## src/rtl/multicycle_ctrl_if.sv

```systemverilog
// ============================================================================
// multicycle_ctrl_if : control-unit <-> datapath/memory signal bundle
// Rev 1.0
// ============================================================================
`default_nettype none

interface multicycle_ctrl_if #(
  parameter int ALU_CTRL_W = 4
);
  logic [6:0]            op;
  logic [2:0]            funct3;
  logic                  funct7_5;
  logic                  zero;
  logic                  mem_ready;
  logic                  mem_req;
  logic                  mem_write;
  logic                  adr_src;
  logic                  pc_write;
  logic                  ir_write;
  logic                  reg_write;
  logic [1:0]            result_src;
  logic [1:0]            alu_src_a;
  logic [1:0]            alu_src_b;
  logic [2:0]            imm_src;
  logic [ALU_CTRL_W-1:0] alu_control;
  logic [1:0]            mem_size;
  logic                  load_unsigned;
  logic                  mem_fault;
  logic [3:0]            state_o;

  modport master (
    input  op, funct3, funct7_5, zero, mem_ready,
    output mem_req, mem_write, adr_src, pc_write, ir_write, reg_write,
           result_src, alu_src_a, alu_src_b, imm_src, alu_control,
           mem_size, load_unsigned, mem_fault, state_o
  );

  modport slave (
    output op, funct3, funct7_5, zero, mem_ready,
    input  mem_req, mem_write, adr_src, pc_write, ir_write, reg_write,
           result_src, alu_src_a, alu_src_b, imm_src, alu_control,
           mem_size, load_unsigned, mem_fault, state_o
  );
endinterface

`default_nettype wire

```

## src/rtl/multicycle_ctrl.sv

```systemverilog
// ============================================================================
// multicycle_ctrl : multicycle RV32I control FSM with memory handshake timeout
// Optional macro TRAP_ILLEGAL_EN: illegal opcodes / memory funct3 go to FAULT.
// Rev 1.0
// ============================================================================
`default_nettype none

module multicycle_ctrl #(
  parameter int ALU_CTRL_W  = 4,
  parameter int MEM_TIMEOUT = 15
) (
  input  wire logic         clk,
  input  wire logic         reset,
  multicycle_ctrl_if.master bus
);

  localparam int CNT_W = (MEM_TIMEOUT > 0) ? $clog2(MEM_TIMEOUT + 1) : 1;
  localparam logic [CNT_W-1:0] C_LIMIT = CNT_W'(MEM_TIMEOUT);

  localparam logic [6:0] C_OP_LOAD  = 7'd3;
  localparam logic [6:0] C_OP_STORE = 7'd35;
  localparam logic [6:0] C_OP_R     = 7'd51;
  localparam logic [6:0] C_OP_I     = 7'd19;
  localparam logic [6:0] C_OP_BR    = 7'd99;
  localparam logic [6:0] C_OP_JAL   = 7'd111;
  localparam logic [6:0] C_OP_LUI   = 7'd55;
  localparam logic [6:0] C_OP_AUIPC = 7'd23;

  localparam logic [ALU_CTRL_W-1:0] C_ADD   = ALU_CTRL_W'(0);
  localparam logic [ALU_CTRL_W-1:0] C_SUB   = ALU_CTRL_W'(1);
  localparam logic [ALU_CTRL_W-1:0] C_AND   = ALU_CTRL_W'(2);
  localparam logic [ALU_CTRL_W-1:0] C_OR    = ALU_CTRL_W'(3);
  localparam logic [ALU_CTRL_W-1:0] C_XOR   = ALU_CTRL_W'(4);
  localparam logic [ALU_CTRL_W-1:0] C_SLT   = ALU_CTRL_W'(5);
  localparam logic [ALU_CTRL_W-1:0] C_SLTU  = ALU_CTRL_W'(6);
  localparam logic [ALU_CTRL_W-1:0] C_SLL   = ALU_CTRL_W'(7);
  localparam logic [ALU_CTRL_W-1:0] C_SRL   = ALU_CTRL_W'(8);
  localparam logic [ALU_CTRL_W-1:0] C_SRA   = ALU_CTRL_W'(9);
  localparam logic [ALU_CTRL_W-1:0] C_PASSB = ALU_CTRL_W'(10);

  typedef enum logic [3:0] {
    S_RESET    = 4'd0,
    S_FETCH    = 4'd1,
    S_DECODE   = 4'd2,
    S_MEMADR   = 4'd3,
    S_MEMREAD  = 4'd4,
    S_MEMWB    = 4'd5,
    S_MEMWRITE = 4'd6,
    S_EXECR    = 4'd7,
    S_EXECI    = 4'd8,
    S_UTYPE    = 4'd9,
    S_JAL      = 4'd10,
    S_ALUWB    = 4'd11,
    S_BRANCH   = 4'd12,
    S_FAULT    = 4'd13
  } state_t;

  state_t           state_q, state_d;
  logic [CNT_W-1:0] wait_q, wait_d;
  logic             timeout_hit;
  logic             in_wait_state;

  logic                  mem_req, mem_write, adr_src, pc_write, ir_write, reg_write;
  logic [1:0]            result_src, alu_src_a, alu_src_b, mem_size;
  logic [2:0]            imm_src;
  logic [ALU_CTRL_W-1:0] alu_control;
  logic                  load_unsigned, mem_fault;

  // Register-register and immediate arithmetic share one decoder; only R-type may SUB.
  function automatic logic [ALU_CTRL_W-1:0] alu_dec(input logic [2:0] f3,
                                                    input logic f7, input logic is_r);
    case (f3)
      3'b000:  alu_dec = (is_r && f7) ? C_SUB : C_ADD;
      3'b001:  alu_dec = C_SLL;
      3'b010:  alu_dec = C_SLT;
      3'b011:  alu_dec = C_SLTU;
      3'b100:  alu_dec = C_XOR;
      3'b101:  alu_dec = f7 ? C_SRA : C_SRL;
      3'b110:  alu_dec = C_OR;
      default: alu_dec = C_AND;
    endcase
  endfunction

  assign in_wait_state = (state_q == S_FETCH) || (state_q == S_MEMREAD) ||
                         (state_q == S_MEMWRITE);
  assign timeout_hit   = (MEM_TIMEOUT > 0) && (wait_q == C_LIMIT);

  always_ff @(posedge clk) begin
    if (reset) begin
      state_q <= S_RESET;
      wait_q  <= '0;
    end else begin
      state_q <= state_d;
      wait_q  <= wait_d;
    end
  end

  // Any state change clears the counter, so each wait state starts counting from zero.
  always_comb begin
    wait_d = wait_q;
    if (state_d != state_q)
      wait_d = '0;
    else if (in_wait_state && !bus.mem_ready)
      wait_d = wait_q + 1'b1;
  end

  always_comb begin
    state_d       = state_q;
    mem_req       = 1'b0;
    mem_write     = 1'b0;
    adr_src       = 1'b0;
    pc_write      = 1'b0;
    ir_write      = 1'b0;
    reg_write     = 1'b0;
    result_src    = 2'b00;
    alu_src_a     = 2'b00;
    alu_src_b     = 2'b00;
    imm_src       = 3'b000;
    alu_control   = C_ADD;
    mem_size      = 2'b00;
    load_unsigned = 1'b0;
    mem_fault     = 1'b0;
    unique case (state_q)
      S_RESET: state_d = S_FETCH;
      S_FETCH: begin
        mem_req    = 1'b1;
        alu_src_b  = 2'b10;
        result_src = 2'b10;
        ir_write   = bus.mem_ready;
        pc_write   = bus.mem_ready;
        if (bus.mem_ready)  state_d = S_DECODE;
        else if (timeout_hit) state_d = S_FAULT;
      end
      S_DECODE: begin
        alu_src_a = 2'b01;
        alu_src_b = 2'b01;
        imm_src   = (bus.op == C_OP_JAL) ? 3'b011 : 3'b010;
        case (bus.op)
          C_OP_LOAD, C_OP_STORE: state_d = S_MEMADR;
          C_OP_R:                state_d = S_EXECR;
          C_OP_I:                state_d = S_EXECI;
          C_OP_BR:               state_d = S_BRANCH;
          C_OP_JAL:              state_d = S_JAL;
          C_OP_LUI, C_OP_AUIPC:  state_d = S_UTYPE;
`ifdef TRAP_ILLEGAL_EN
          default:               state_d = S_FAULT;
`else
          default:               state_d = S_FETCH;
`endif
        endcase
      end
      S_MEMADR: begin
        alu_src_a = 2'b10;
        alu_src_b = 2'b01;
        imm_src   = (bus.op == C_OP_LOAD) ? 3'b000 : 3'b001;
        state_d   = (bus.op == C_OP_LOAD) ? S_MEMREAD : S_MEMWRITE;
`ifdef TRAP_ILLEGAL_EN
        if ((bus.op == C_OP_LOAD && (bus.funct3 == 3'b011 || bus.funct3[2:1] == 2'b11)) ||
            (bus.op != C_OP_LOAD && bus.funct3 > 3'b010))
          state_d = S_FAULT;
`endif
      end
      S_MEMREAD: begin
        mem_req       = 1'b1;
        adr_src       = 1'b1;
        mem_size      = bus.funct3[1:0];
        load_unsigned = bus.funct3[2];
        if (bus.mem_ready)    state_d = S_MEMWB;
        else if (timeout_hit) state_d = S_FAULT;
      end
      S_MEMWB: begin
        result_src = 2'b01;
        reg_write  = 1'b1;
        state_d    = S_FETCH;
      end
      S_MEMWRITE: begin
        mem_req   = 1'b1;
        mem_write = 1'b1;
        adr_src   = 1'b1;
        mem_size  = bus.funct3[1:0];
        if (bus.mem_ready)    state_d = S_FETCH;
        else if (timeout_hit) state_d = S_FAULT;
      end
      S_EXECR: begin
        alu_src_a   = 2'b10;
        alu_control = alu_dec(bus.funct3, bus.funct7_5, 1'b1);
        state_d     = S_ALUWB;
      end
      S_EXECI: begin
        alu_src_a   = 2'b10;
        alu_src_b   = 2'b01;
        alu_control = alu_dec(bus.funct3, bus.funct7_5, 1'b0);
        state_d     = S_ALUWB;
      end
      S_UTYPE: begin
        alu_src_b = 2'b01;
        imm_src   = 3'b100;
        if (bus.op == C_OP_LUI) alu_control = C_PASSB;
        else                    alu_src_a   = 2'b01;
        state_d = S_ALUWB;
      end
      S_JAL: begin
        alu_src_a = 2'b01;
        alu_src_b = 2'b10;
        pc_write  = 1'b1;
        state_d   = S_ALUWB;
      end
      S_ALUWB: begin
        reg_write = 1'b1;
        state_d   = S_FETCH;
      end
      S_BRANCH: begin
        alu_src_a = 2'b10;
        case (bus.funct3[2:1])
          2'b00:   alu_control = C_SUB;
          2'b10:   alu_control = C_SLT;
          default: alu_control = C_SLTU;
        endcase
        // SLT/SLTU leave zero set when the "less than" test fails.
        pc_write = (bus.funct3 == 3'b000 || bus.funct3[2:0] == 3'b101 ||
                    bus.funct3 == 3'b111) ? bus.zero : ~bus.zero;
        state_d  = S_FETCH;
      end
      S_FAULT: mem_fault = 1'b1;
      default: state_d = S_FAULT;
    endcase
  end

  assign bus.mem_req       = mem_req;
  assign bus.mem_write     = mem_write;
  assign bus.adr_src       = adr_src;
  assign bus.pc_write      = pc_write;
  assign bus.ir_write      = ir_write;
  assign bus.reg_write     = reg_write;
  assign bus.result_src    = result_src;
  assign bus.alu_src_a     = alu_src_a;
  assign bus.alu_src_b     = alu_src_b;
  assign bus.imm_src       = imm_src;
  assign bus.alu_control   = alu_control;
  assign bus.mem_size      = mem_size;
  assign bus.load_unsigned = load_unsigned;
  assign bus.mem_fault     = mem_fault;
  assign bus.state_o       = state_q;

endmodule

`default_nettype wire

```

## src/flat_wrapper.sv

```systemverilog
// flat-port wrapper written by rule: the top's interface ports become plain ports
module multicycle_ctrl_flat 
#(
  parameter int ALU_CTRL_W  = 4,
  parameter int MEM_TIMEOUT = 15
)
  (clk, reset, bus_op, bus_funct3, bus_funct7_5, bus_zero, bus_mem_ready, bus_mem_req, bus_mem_write, bus_adr_src, bus_pc_write, bus_ir_write, bus_reg_write, bus_result_src, bus_alu_src_a, bus_alu_src_b, bus_imm_src, bus_alu_control, bus_mem_size, bus_load_unsigned, bus_mem_fault, bus_state_o);
  multicycle_ctrl_if #(.ALU_CTRL_W(ALU_CTRL_W)) bus_i ();
  input  wire logic clk;
  input  wire logic reset;
  input wire logic [$bits(bus_i.op)-1:0] bus_op;
  input wire logic [$bits(bus_i.funct3)-1:0] bus_funct3;
  input wire logic [$bits(bus_i.funct7_5)-1:0] bus_funct7_5;
  input wire logic [$bits(bus_i.zero)-1:0] bus_zero;
  input wire logic [$bits(bus_i.mem_ready)-1:0] bus_mem_ready;
  output wire logic [$bits(bus_i.mem_req)-1:0] bus_mem_req;
  output wire logic [$bits(bus_i.mem_write)-1:0] bus_mem_write;
  output wire logic [$bits(bus_i.adr_src)-1:0] bus_adr_src;
  output wire logic [$bits(bus_i.pc_write)-1:0] bus_pc_write;
  output wire logic [$bits(bus_i.ir_write)-1:0] bus_ir_write;
  output wire logic [$bits(bus_i.reg_write)-1:0] bus_reg_write;
  output wire logic [$bits(bus_i.result_src)-1:0] bus_result_src;
  output wire logic [$bits(bus_i.alu_src_a)-1:0] bus_alu_src_a;
  output wire logic [$bits(bus_i.alu_src_b)-1:0] bus_alu_src_b;
  output wire logic [$bits(bus_i.imm_src)-1:0] bus_imm_src;
  output wire logic [$bits(bus_i.alu_control)-1:0] bus_alu_control;
  output wire logic [$bits(bus_i.mem_size)-1:0] bus_mem_size;
  output wire logic [$bits(bus_i.load_unsigned)-1:0] bus_load_unsigned;
  output wire logic [$bits(bus_i.mem_fault)-1:0] bus_mem_fault;
  output wire logic [$bits(bus_i.state_o)-1:0] bus_state_o;
  assign bus_i.op = bus_op;
  assign bus_i.funct3 = bus_funct3;
  assign bus_i.funct7_5 = bus_funct7_5;
  assign bus_i.zero = bus_zero;
  assign bus_i.mem_ready = bus_mem_ready;
  assign bus_mem_req = bus_i.mem_req;
  assign bus_mem_write = bus_i.mem_write;
  assign bus_adr_src = bus_i.adr_src;
  assign bus_pc_write = bus_i.pc_write;
  assign bus_ir_write = bus_i.ir_write;
  assign bus_reg_write = bus_i.reg_write;
  assign bus_result_src = bus_i.result_src;
  assign bus_alu_src_a = bus_i.alu_src_a;
  assign bus_alu_src_b = bus_i.alu_src_b;
  assign bus_imm_src = bus_i.imm_src;
  assign bus_alu_control = bus_i.alu_control;
  assign bus_mem_size = bus_i.mem_size;
  assign bus_load_unsigned = bus_i.load_unsigned;
  assign bus_mem_fault = bus_i.mem_fault;
  assign bus_state_o = bus_i.state_o;
  multicycle_ctrl #(.ALU_CTRL_W(ALU_CTRL_W), .MEM_TIMEOUT(MEM_TIMEOUT)) u_core (.clk(clk), .reset(reset), .bus(bus_i));
endmodule
```

## config.mk

```make
export PLATFORM = sky130hd
export DESIGN_NAME = multicycle_ctrl_flat
export DESIGN_NICKNAME = d
export VERILOG_FILES = /design/src/rtl/multicycle_ctrl_if.sv /design/src/rtl/multicycle_ctrl.sv /design/src/flat_wrapper.sv
export SDC_FILE = /design/constraint.sdc
export NUM_CORES = 1
export LEC_CHECK = 0
export ABC_AREA = 0
export BUFFER_PORTS_ARGS = -buffer_cell sky130_fd_sc_hd__clkbuf_2
export CAP_MARGIN = 20
export CORE_UTILIZATION = 45
export CTS_CLUSTER_SIZE = 12
export DETAILED_ROUTE_END_ITERATION = 7
export PLACE_DENSITY = 0.81
export SLEW_MARGIN = 25
export SYNTH_ARGS = -nofsm -noshare
export SYNTH_HDL_FRONTEND = slang
export SYNTH_SLANG_ARGS = --single-unit
```

## constraint.sdc

```tcl
create_clock -name clk -period 3.78 [get_ports clk]
set_input_delay 0.189 -clock clk [delete_from_list [all_inputs] [get_ports clk]]
set_output_delay 0.189 -clock clk [all_outputs]
set_load 0.03 [all_outputs]
```

==> summary.md <==
| Metric | Value |
|---|---|
| Status | `finished, final reports clean` |
| Endpoint class of the critical path | `output port` |
| Worst setup SP type | `register` |
| Area contributors post-synth | `dfxtp_1 (14%), nor2_1 (7.7%), a21oi_1 (5.5%)` |
| Final core occ | `0.5419` |
| Worst VDD drop | `246.2 uV` |
| # diodes | `0` |
| Setup Skew | `0.001347 ns` |
| Setup TNS Final | `0 ns` |
| Clock insertion delay at the later pin of the skew report | `0.24 ns` |
| Vias in the first global route | `1043` |
| Combinational power share | `0.449` |
| Via density | `5.701` |
| Die ar. | `0.002816 mm^2` |
| Post-DP HPWL | `2143 um` |
| Synth Area per Inst | `7.381 um^2` |
| Max frequency | `0.3865 GHz` |
| Nets | `209` |
| Via Count | `1260` |
| Worst min path class | `input pin to register` |
| Placer Congestion | `0.8613` |
| Crit. Startpoint | `u_core.bus.state_o[3]` |
| Cell Rows | `18` |
| Input/output buffers | `41` |
| Synth top area share | `0.1365` |
| Number of DRC markers in iteration 0 | `38` |
| Clock Power Share | `0.203` |
| Gr ovfl total | `0` |
| Post-route cell area | `0.001343 mm^2` |
| RR Endpoint | `u_core.wait_q[2]` |
| Setup repair bufs after CTS | `0` |
| Routed Antenna Nets | `0` |
| R2R Setup Slk | `1.62 ns` |
| Flop pwr share | `0.348` |
| Synth Flop Type | `dfxtp_1` |
| Chip Width | `53.07 um` |
| Worst Path Arrival | `2.40 ns` |
| Drt first pass iters | `4` |
| Die height | `53.07 um` |
| IO Pins | `42` |
| # hold bufs at CTS | `0` |
| H-tree levels | `1` |
| RSZ-0062 raised after global routing | `no` |
| Cell Area, Synth | `0.001174 mm^2` |
| CTS tree | `yes` |
| CP required | `3.59 ns` |
| Root Buffer | `clkbuf_4` |
| Ys Warns | `0` |
| Clock Tree Buf Depth | `2` |
| Cell-internal power | `176.0 uW` |
| DRC Markers | `0` |
| Fin crit period | `2.588 ns` |
| CP Class | `register to output port` |
| Net switching power | `131.2 uW` |
| Worst hold stages | `2` |
| Final Hold Violating Endpoints | `0` |
| Seq/Total Area, Yosys | `0.1365` |
| Area leader, netlist | `dfxtp_1` |
| Placement Setup Slack | `1.430 ns` |
| Worst-path clk slew | `0.05 ns` |
| Period utilization | `0.6846` |
| Area of placed instances | `0.001320 mm^2` |
| Final setup fails | `0` |
| Pwr dens | `228.8 mW/mm^2` |
| Core ar. | `0.002477 mm^2` |
| First-pass GRT wire length | `4574 um` |
| Sw Share | `0.4271` |
| Slew HR | `0.4334` |
| Commonest cells after routing, fill and taps aside | `clkbuf_2 (41), nor2_1 (24), nand2_1 (13), a21oi_1 (13), dfxtp_1 (8)` |
| Worst Reg-to-Reg Cells | `6` |
| Per-cell routed wire length | `12.57 um` |
| Worst-Margin Slew | `0.8487 ns` |
| Layout cells sized above 1 | `0.3246` |
| Hold path endpoint | `u_core.bus.state_o[2]` |
| Most common cell after layout, fill and taps aside | `clkbuf_2` |
| Drt total wl | `2778 um` |
| Hold_sp | `reset` |
| Layout area overhead | `14.39%` |
| Max FO, Critical Path | `18` |
| GRT Util Overall | `0.2143` |
| Post-CTS Resized | `0` |
| Initial Utilization | `0.4737` |
| Post-synth EDFFs | `0` |
| Count of cell types in the netlist | `59` |
| Largest net degree at the start of global routing | `26` |
| Async S/R FF share, synth | `0` |
| Number of synthesized register bits | `8` |
| Cells after synthesis | `159` |
| Max Cap Viol | `0` |
| CTS sink cnt | `8` |
| Initial antenna violation count | `0` |
| Final setup margin | `1.192 ns` |
| Syn Nets | `175` |
| RR Startpoint | `u_core.bus.state_o[1]` |
| TritonCTS Buffers | `3` |
| Final Max Slew Viols | `0` |
| Leakage | `0.5550 nW` |
==> cell families after synthesis <==
kind of cell | Yosys count | share of synthesized area
adder cells (fa/ha/maj) | 1 | 0.01066
XOR/XNOR | 7 | 0.05224
AND/OR/NAND/NOR | 79 | 0.4328
buffers and inverters | 17 | 0.09808
multiplexers | 2 | 0.01812
flip-flops | 8 | 0.1365
AO/OA/AOI/OAI | 45 | 0.2516
==> power groups by stage <==
stage                     combinational, mW  sequential [mW]  clock (mW)
after floorplan                       0.116           0.0998           0
after global placement                0.138            0.108           0
after detailed placement              0.138            0.109           0
after CTS                             0.139            0.107      0.0662
after global routing                  0.151            0.109      0.0701
final                                 0.138            0.107      0.0622
==> worst max-delay path by stage <==
stage,slack (ns),endpoint,cells past startpoint
3_5_place_dp,1.43,bus_alu_control[1],6
3_3_place_gp,1.51,bus_alu_control[1],6
4_1_cts,1.16,bus_alu_control[1],6
2_1_floorplan,1.54,bus_ir_write,4
6_report,1.19,bus_alu_control[1],6
5_1_grt,1.05,bus_alu_control[1],6
==> final cells by class <==
cell class | count | area [um^2]
multi-input cells | 134 | 898.4
flip-flops and latches | 8 | 160.2
fillers | 260 | 1135
clock buffers | 3 | 22.52
well taps | 30 | 37.54
inverters | 5 | 18.77
repair buffers | 41 | 205.2
==> Yosys cell counts (all sizes together), types with 3 or more instances <==
cell type,number
o21ai,10
nand2b,4
nor4b,3
nand2,13
a21oi,13
xnor2,3
xor2,4
buf,4
and2,5
a31oi,4
nand3,3
or3,3
nor3,5
nand4,3
nor2,25
inv,5
clkbuf,8
dfxtp,8
==> metal layers <==
metal / track usage / vias up / routed length [um]
met4: 0.004386 / 0 / 0
met1: 0.2806 / 565 / 1306
li1: - / 650 / -
met5: 0 / - / 0
met3: 0.06034 / 0 / 191
met2: 0.3650 / 45 / 1280
==> through the flow <==
stage               std cells  hold slack (ns)  total power [mW]
CTS                       221           0.1789            0.3113
global placement          218           0.4457            0.2458
floorplan                 159           0.2581            0.2155
global route              221           0.1916            0.3301
finish                    221           0.1933            0.3072
detailed placement        218           0.4431            0.2466
==> flip-flops by register name, summed over array words and instances (netlist names) <==
register / flops
u_core.wait_q: 4
u_core.bus.state_o: 4
==> critical path: stages, from the launching register on <==
cell and delay, ns:
dfxtp_1 0.76, inv_2 0.15, or3_1 0.46, o21ai_1 0.23, nand2_1 0.13, o221ai_1 0.18
clkbuf_2 0.23
No activity file was read; power rests on OpenSTA's default activity.
